File: config.mk
export PLATFORM = sky130hd
export DESIGN_NAME = jt89_mix_seq
export DESIGN_NICKNAME = d
export VERILOG_FILES = /design/src/rtl/jt89_mix_seq.sv
export SDC_FILE = /design/constraint.sdc
export NUM_CORES = 1
export LEC_CHECK = 0
export ABC_AREA = 1
export CAP_MARGIN = 20
export CORE_MARGIN = 3
export CORE_UTILIZATION = 45
export CTS_BUF_LIST = sky130_fd_sc_hd__clkbuf_8
export DETAILED_ROUTE_END_ITERATION = 7
export GPL_TIMING_DRIVEN = 0
export PLACE_DENSITY = 0.72
export SLEW_MARGIN = 20
export SYNTH_ARGS = -nofsm -noshare
export SYNTH_HDL_FRONTEND = slang
export SYNTH_SLANG_ARGS = --single-unit
export TNS_END_PERCENT = 50
File: constraint.sdc
create_clock -name clk -period 1.5 [get_ports clk]
set_input_delay 0.225 -clock clk [delete_from_list [all_inputs] [get_ports clk]]
set_output_delay 0.225 -clock clk [all_outputs]
set_load 0.02 [all_outputs]
File: src/rtl/jt89_mix_seq.sv
// jt89 mixer sequencer: derives the per-sample strobe for the CIC mixer,
// owns the mixer reset, applies the host channel mask on sample boundaries
// and runs flush/drain sequences so the integrators never click.
module jt89_mix_seq #(
    parameter int DIV       = 16,
    parameter int FLUSH_LEN = 4
) (
    input  logic       clk,
    input  logic       rst,
    input  logic       clk_en,
    input  logic       cfg_we,
    input  logic [7:0] cfg_din,
    output logic       cen_16,
    output logic       mix_rst,
    output logic [3:0] ch_en,
    output logic       busy
);

    localparam int PHASE_W = (DIV > 1) ? $clog2(DIV) : 1;
    localparam int CNT_W   = (FLUSH_LEN > 1) ? $clog2(FLUSH_LEN) : 1;

    localparam logic [PHASE_W-1:0] PHASE_LAST = PHASE_W'(DIV - 1);
    localparam logic [CNT_W-1:0]   CNT_LAST   = CNT_W'(FLUSH_LEN - 1);

    typedef enum logic [1:0] {
        ST_OFF,
        ST_FLUSH,
        ST_RUN,
        ST_DRAIN
    } state_t;

    state_t             state;
    state_t             state_nxt;
    logic [PHASE_W-1:0] phase;
    logic [CNT_W-1:0]   cnt;
    logic [CNT_W-1:0]   cnt_nxt;
    logic               mix_rst_nxt;
    logic               busy_nxt;
    logic [3:0]         ch_en_nxt;
    logic               pend_en;
    logic [3:0]         pend_mask;

    // The sample strobe is the last clk_en of each DIV-long phase cycle.
    assign cen_16 = clk_en & (phase == PHASE_LAST);

    // Phase counter free-runs on clk_en in every state so samples keep flowing.
    always_ff @(posedge clk) begin
        if (rst) begin
            phase <= '0;
        end else if (clk_en) begin
            if (phase == PHASE_LAST) begin
                phase <= '0;
            end else begin
                phase <= phase + PHASE_W'(1);
            end
        end
    end

    // Host writes are always accepted; only the latest value is seen by the next tick.
    always_ff @(posedge clk) begin
        if (rst) begin
            pend_en   <= 1'b0;
            pend_mask <= 4'b0;
        end else if (cfg_we) begin
            pend_en   <= cfg_din[7];
            pend_mask <= cfg_din[3:0];
        end
    end

    // State and mixer-facing outputs only move on sample boundaries.
    always_ff @(posedge clk) begin
        if (rst) begin
            state   <= ST_OFF;
            cnt     <= '0;
            mix_rst <= 1'b1;
            ch_en   <= 4'b0;
            busy    <= 1'b0;
        end else if (cen_16) begin
            state   <= state_nxt;
            cnt     <= cnt_nxt;
            mix_rst <= mix_rst_nxt;
            ch_en   <= ch_en_nxt;
            busy    <= busy_nxt;
        end
    end

    // Next-state logic: flush fills comb history with zeros before channels open,
    // drain lets the integrators settle before the mixer is held in reset.
    always_comb begin
        state_nxt   = state;
        cnt_nxt     = cnt;
        mix_rst_nxt = mix_rst;
        ch_en_nxt   = ch_en;
        busy_nxt    = busy;
        case (state)
            ST_OFF: begin
                mix_rst_nxt = 1'b1;
                ch_en_nxt   = 4'b0;
                busy_nxt    = 1'b0;
                if (pend_en) begin
                    state_nxt   = ST_FLUSH;
                    cnt_nxt     = '0;
                    mix_rst_nxt = 1'b0;
                    busy_nxt    = 1'b1;
                end
            end
            ST_FLUSH: begin
                mix_rst_nxt = 1'b0;
                ch_en_nxt   = 4'b0;
                busy_nxt    = 1'b1;
                if (!pend_en) begin
                    state_nxt = ST_DRAIN;
                    cnt_nxt   = '0;
                end else if (cnt == CNT_LAST) begin
                    state_nxt = ST_RUN;
                    ch_en_nxt = pend_mask;
                    busy_nxt  = 1'b0;
                end else begin
                    cnt_nxt = cnt + CNT_W'(1);
                end
            end
            ST_RUN: begin
                mix_rst_nxt = 1'b0;
                busy_nxt    = 1'b0;
                if (pend_en) begin
                    ch_en_nxt = pend_mask;
                end else begin
                    state_nxt = ST_DRAIN;
                    cnt_nxt   = '0;
                    ch_en_nxt = 4'b0;
                    busy_nxt  = 1'b1;
                end
            end
            ST_DRAIN: begin
                mix_rst_nxt = 1'b0;
                ch_en_nxt   = 4'b0;
                busy_nxt    = 1'b1;
                if (cnt == CNT_LAST) begin
                    state_nxt   = ST_OFF;
                    mix_rst_nxt = 1'b1;
                    busy_nxt    = 1'b0;
                end else begin
                    cnt_nxt = cnt + CNT_W'(1);
                end
            end
            default: begin
                state_nxt   = ST_OFF;
                cnt_nxt     = '0;
                mix_rst_nxt = 1'b1;
                ch_en_nxt   = 4'b0;
                busy_nxt    = 1'b0;
            end
        endcase
    end

endmodule

**Word level (Yosys, flattened, before mapping)**

Index checks and enable logic that the tools add are counted.

- Input bits: 12
- Bits in registers: 19
- Bits in read-only memories: 0
- Bits in writable memories: 0
- Bits in latches: 0
- Memories: 0

- Reduce and logical (&&, ||, !) cells: 5
- Divide/modulo/power cells: 0
- Equality and inequality tests: 9
- Mux-type cells: 23
- $mul: 0
- $lt $le $gt $ge: 0
- $add $sub $neg: 2
- Bitwise operators: 1
- Shifts and indexed selects: 0

Operators with widths:

| cell | count |
|---|---|
| 2-bit two-way mux | 9 |
| 4-bit two-way mux | 4 |
| 2-bit case mux with 4 select lines | 2 |
| 4-bit case mux with 3 select lines | 1 |
| 2-bit == test, second input constant | 3 |
| 2-bit != test, second input constant | 3 |
| 1-bit two-way mux | 5 |
| 5-bit AND reduction | 1 |
| 4-bit by 1-bit adder with 4-bit output, second input constant | 1 |
| 4-bit == test, second input constant | 1 |
| 1-bit case mux with 4 select lines | 1 |
| 2-bit OR reduction | 2 |
| 3-bit != test, second input constant | 1 |
| 1-bit case mux with 3 select lines | 1 |
| 3-bit AND reduction | 1 |
| 2-bit by 1-bit adder with 2-bit output, second input constant | 1 |
| 2-bit by 1-bit == test with 1-bit output, second input constant | 1 |
| 2-bit zero test | 1 |
| 1-bit bitwise AND | 1 |

**Depth between registers and ports, before layout**

- Depth in word-level cells: 4
- Mapped depth: 9
- Gate-level depth less buffers: 9

**Least setup slack after synthesis**

OpenSTA, ideal clock, no wires.

- Path type: reg-to-reg
- From: register state[0]
- To: register state[0]
- Setup time: 0.116 ns
- Clock period less this slack: 1.263 ns
- Slack: 0.237 ns
- Path buffers: 0
- Arrival time: 1.147 ns
- Cell stages (with the launch flop): 9
- Path through: dfxtp_1 inv_1 ha_1 nand2_1 nand2_2 nor2_8 nand2_1 nand2_1 a21oi_1

- Cells in the longest elaborated chain, start to end: 3
- Elaborated cells between the ends (all ways): 10

Ends and longest elaborated chain:

| what | RTL line | text |
|---|---|---|
| start, declared | 32 | `state_t state;` |
| start signal, assigned | 79 | `state <= state_nxt;` |
| 2-bit by 1-bit == test with 1-bit output, or another cell as far along | 95 | `case (state)` |
| 3-bit != test (no line) or 2-bit != test (tied branches) | - |  |
| 5-bit AND reduction (no line) | - |  |

Several ways; a longest one is shown, not always the timed one.
A chain may end at the register's enable or synchronous reset.

**Worst setup path in the final report**

- From: input clk_en
- To: output cen_16

- Cells in the longest elaborated chain, start to end: 1

Ends and longest elaborated chain:

| what | RTL line | text |
|---|---|---|
| start, declared | 10 | `input logic clk_en,` |
| 1-bit bitwise AND | 44 | `assign cen_16 = clk_en & (phase == PHASE_LAST);` |
| end, declared | 13 | `output logic cen_16,` |

No other way between the ends.

==> results.txt <==
Status: finished, final reports clean
Final Max Tran Viols: 0
Hold path startpoint: busy$_SDFFE_PP0P_
Reg2reg path depth: 8
Fin crit share: 95.7%
Max Cap Viol: 0
Drt pass-1 iters: 4
First-pass GRT wire length: 3190 µm
Vias in the first global route: 733
Slew HR: 83.7%
DPL Wire Length: 1420 µm
Top Layer Used: met4
Number of flops mapped to enable cells by yosys: 0
Area growth syn-to-layout: 26.5%
Yosys top cell by area: dfxtp_1
Max Clock Skew: 5.26 ps
RSZ-0062 raised after global routing: false
IO Count: 19
TritonCTS clock tree: yes
Vias per cell: 4.80
H-tree Lvls: 1
Top_reg_cell synth: dfxtp_1
Pleak: 0.505 nW
Std-Cell Rows: 15
Ranking of synthesized cells by area: dfxtp_1, nand2_1, ha_1
Setup violations, final: 0
Tot GR Track Use: 16.4%
Placed cells: 164
Most common cell after layout, fill and taps aside: nand2_1
Post-Syn Nets: 141
Port Buffer Count: 15
Hold_ws: 461 ps
GRT overflow: 0
Share of the synthesized area in the top cell type: 42.2%
Metal-1 WL: 804 µm
Num CTS Buffers: 3
Drt drc: 0
Die W: 50.7 µm
Nets: 162
Total Power: 934 µW
Clk sink count: 19
Die Height: 50.7 µm
Post-Synthesis Cells: 124
Core footprint: 1800 µm²
Worst Max-Slew Pin Slew: 244 ps
Max Clk Rate: 0.697 GHz
Cell area after synthesis: 901 µm²
ANT cells: 0
Peak supply drop: 538 µV
Hold endpoint: busy$_SDFFE_PP0P_
Routed Antenna Nets: 0
Setup TNS: 0 ps
GP Congestion: 0.781
Mean Syn Cell Area: 7.27 µm²
Met3 wire length: 53 µm
Async S/R FF share, synth: 0%
Largest net degree at the start of global routing: 11
Share of layout cells above drive strength 1: 13.2%
Clock Tree Root: clkbuf_8
Critical R2R Capture: state[1]$_SDFFE_PP0P_
DP Area: 1080 µm²
Final hold violation count: 0
Initial Util: 50.0%
HP Class: flip-flop to flip-flop
Drt wl/cell: 10.5 µm
Yosys cell types: 18
Flop and latch count out of synthesis: 19
Worst-skew pair later-pin latency: 250 ps
Minimum clock period: 1440 ps
Worst r2r src: state[0]$_SDFFE_PP0P_
Final wirelength: 1780 µm
Post-synthesis sequential area ratio: 42.2%
Crit Path Class: input port to primary output
Crit path required time: 1270 ps
Finished Layout Cells: 169
Clock tree buffer depth: 2
Worst EP arrival: 1210 ps
Worst-path maximum fanout: 5
Startpoint Class: input port
Vias: 812
Most frequent cells in the layout: nand2_1, nor2_1, dfxtp_1
Iteration-0 DRC count of the detailed router: 9
Die area: 2570 µm²
Post-CTS Hold Fix Bufs: 0
Worst hold path stage count: 2
Crit end category: primary output
Met2 wire len: 891 µm
Worst R2R Setup Slack: 140 ps
Pwr/cell area: 819 nW/µm²
Yosys warning total: 0
Reg clk slew, reported paths: 60 ps
Antenna violations before repair: 0
Post-route cell area: 1140 µm²
## cells by family after synthesis
logic type	after synthesis	synth area share (%)
AND/OR/NAND/NOR	62	31.2
AO/OA/AOI/OAI	21	11.7
flip-flops	19	42.2
buffers and inverters	16	6.94
adder cells (fa/ha/maj)	5	6.94
XOR/XNOR	1	0.972
## flip-flops by register name, indices dropped and copies added (netlist names)
signal and flops:
ch_en 4, pend_mask 4, phase 4, cnt 2, state 2, busy 1, mix_rst 1, pend_en 1
## cell usage after synthesis (2+ instances only)
master	n
nand2_1	29
dfxtp_1	19
nor2_1	15
inv_1	12
o21ai_0	11
nand3_1	10
a21oi_1	9
ha_1	5
nand2_2	3
inv_2	2
nor3_1	2
## power breakdown
| part | switching [mW] | leakage (nW) | total (mW) | internal, mW |
|---|---|---|---|---|
| Sequential | 0.00836 | 0.157 | 0.526 | 0.517 |
| Clock | 0.157 | 0.0269 | 0.339 | 0.182 |
| Combinational | 0.0367 | 0.322 | 0.0694 | 0.0327 |
## worst max-delay path, cell delays in order
cell and delay [ps]:
clkdlybuf4s50_1 560, nand2_2 90, inv_2 70, nand2_4 50, clkinv_2 60, buf_2 160
## how the worst max path moves through the flow
| stage | startpoint | to | slack (ps) | cells after the start |
|---|---|---|---|---|
| after floorplan | state[0]$_SDFFE_PP0P_ | state[0]$_SDFFE_PP0P_ | 240 | 8 |
| after global placement | clk_en | cen_16 | -410 | 6 |
| after detailed placement | clk_en | cen_16 | -430 | 6 |
| after CTS | phase[0]$_SDFFE_PP0P_ | cen_16 | 50 | 6 |
| after global routing | phase[0]$_SDFFE_PP0P_ | cen_16 | 20 | 6 |
| final | clk_en | cen_16 | 60 | 6 |
## per-layer routing
metal  vias to the layer above  track usage, %
met4                         0            8.07
li1                        440               -
met2                        13            28.7
met1                       355            19.2
met3                         4            2.67
met5                         -               0
## what timing repair did
item	in CTS	in global routing
gates resized for setup	4	6
pin swaps	1	0
buffers inserted	1	0
endpoints found under the setup margin	1	7
## per-stage QoR
| step | setup slack [ps] | util, % |
|---|---|---|
| after CTS | 46.4 | 62.7 |
| after floorplan | 237 | - |
| final | 64.4 | 63.3 |
| after global placement | -412 | 60.1 |
| after global routing | 19.2 | 63.3 |
| after detailed placement | -434 | 60.1 |
## final cells by class
cell class / count / area (µm²)
buffer: 1 / 5.00
multi-input combinational: 89 / 460
fill: 185 / 662
timing repair buffer: 16 / 153
clock inverter: 1 / 3.75
clock buffer: 3 / 41.3
inverter: 15 / 57.6
sequential: 19 / 388
tap: 25 / 31.3
No activity file was read; power rests on OpenSTA's default activity.
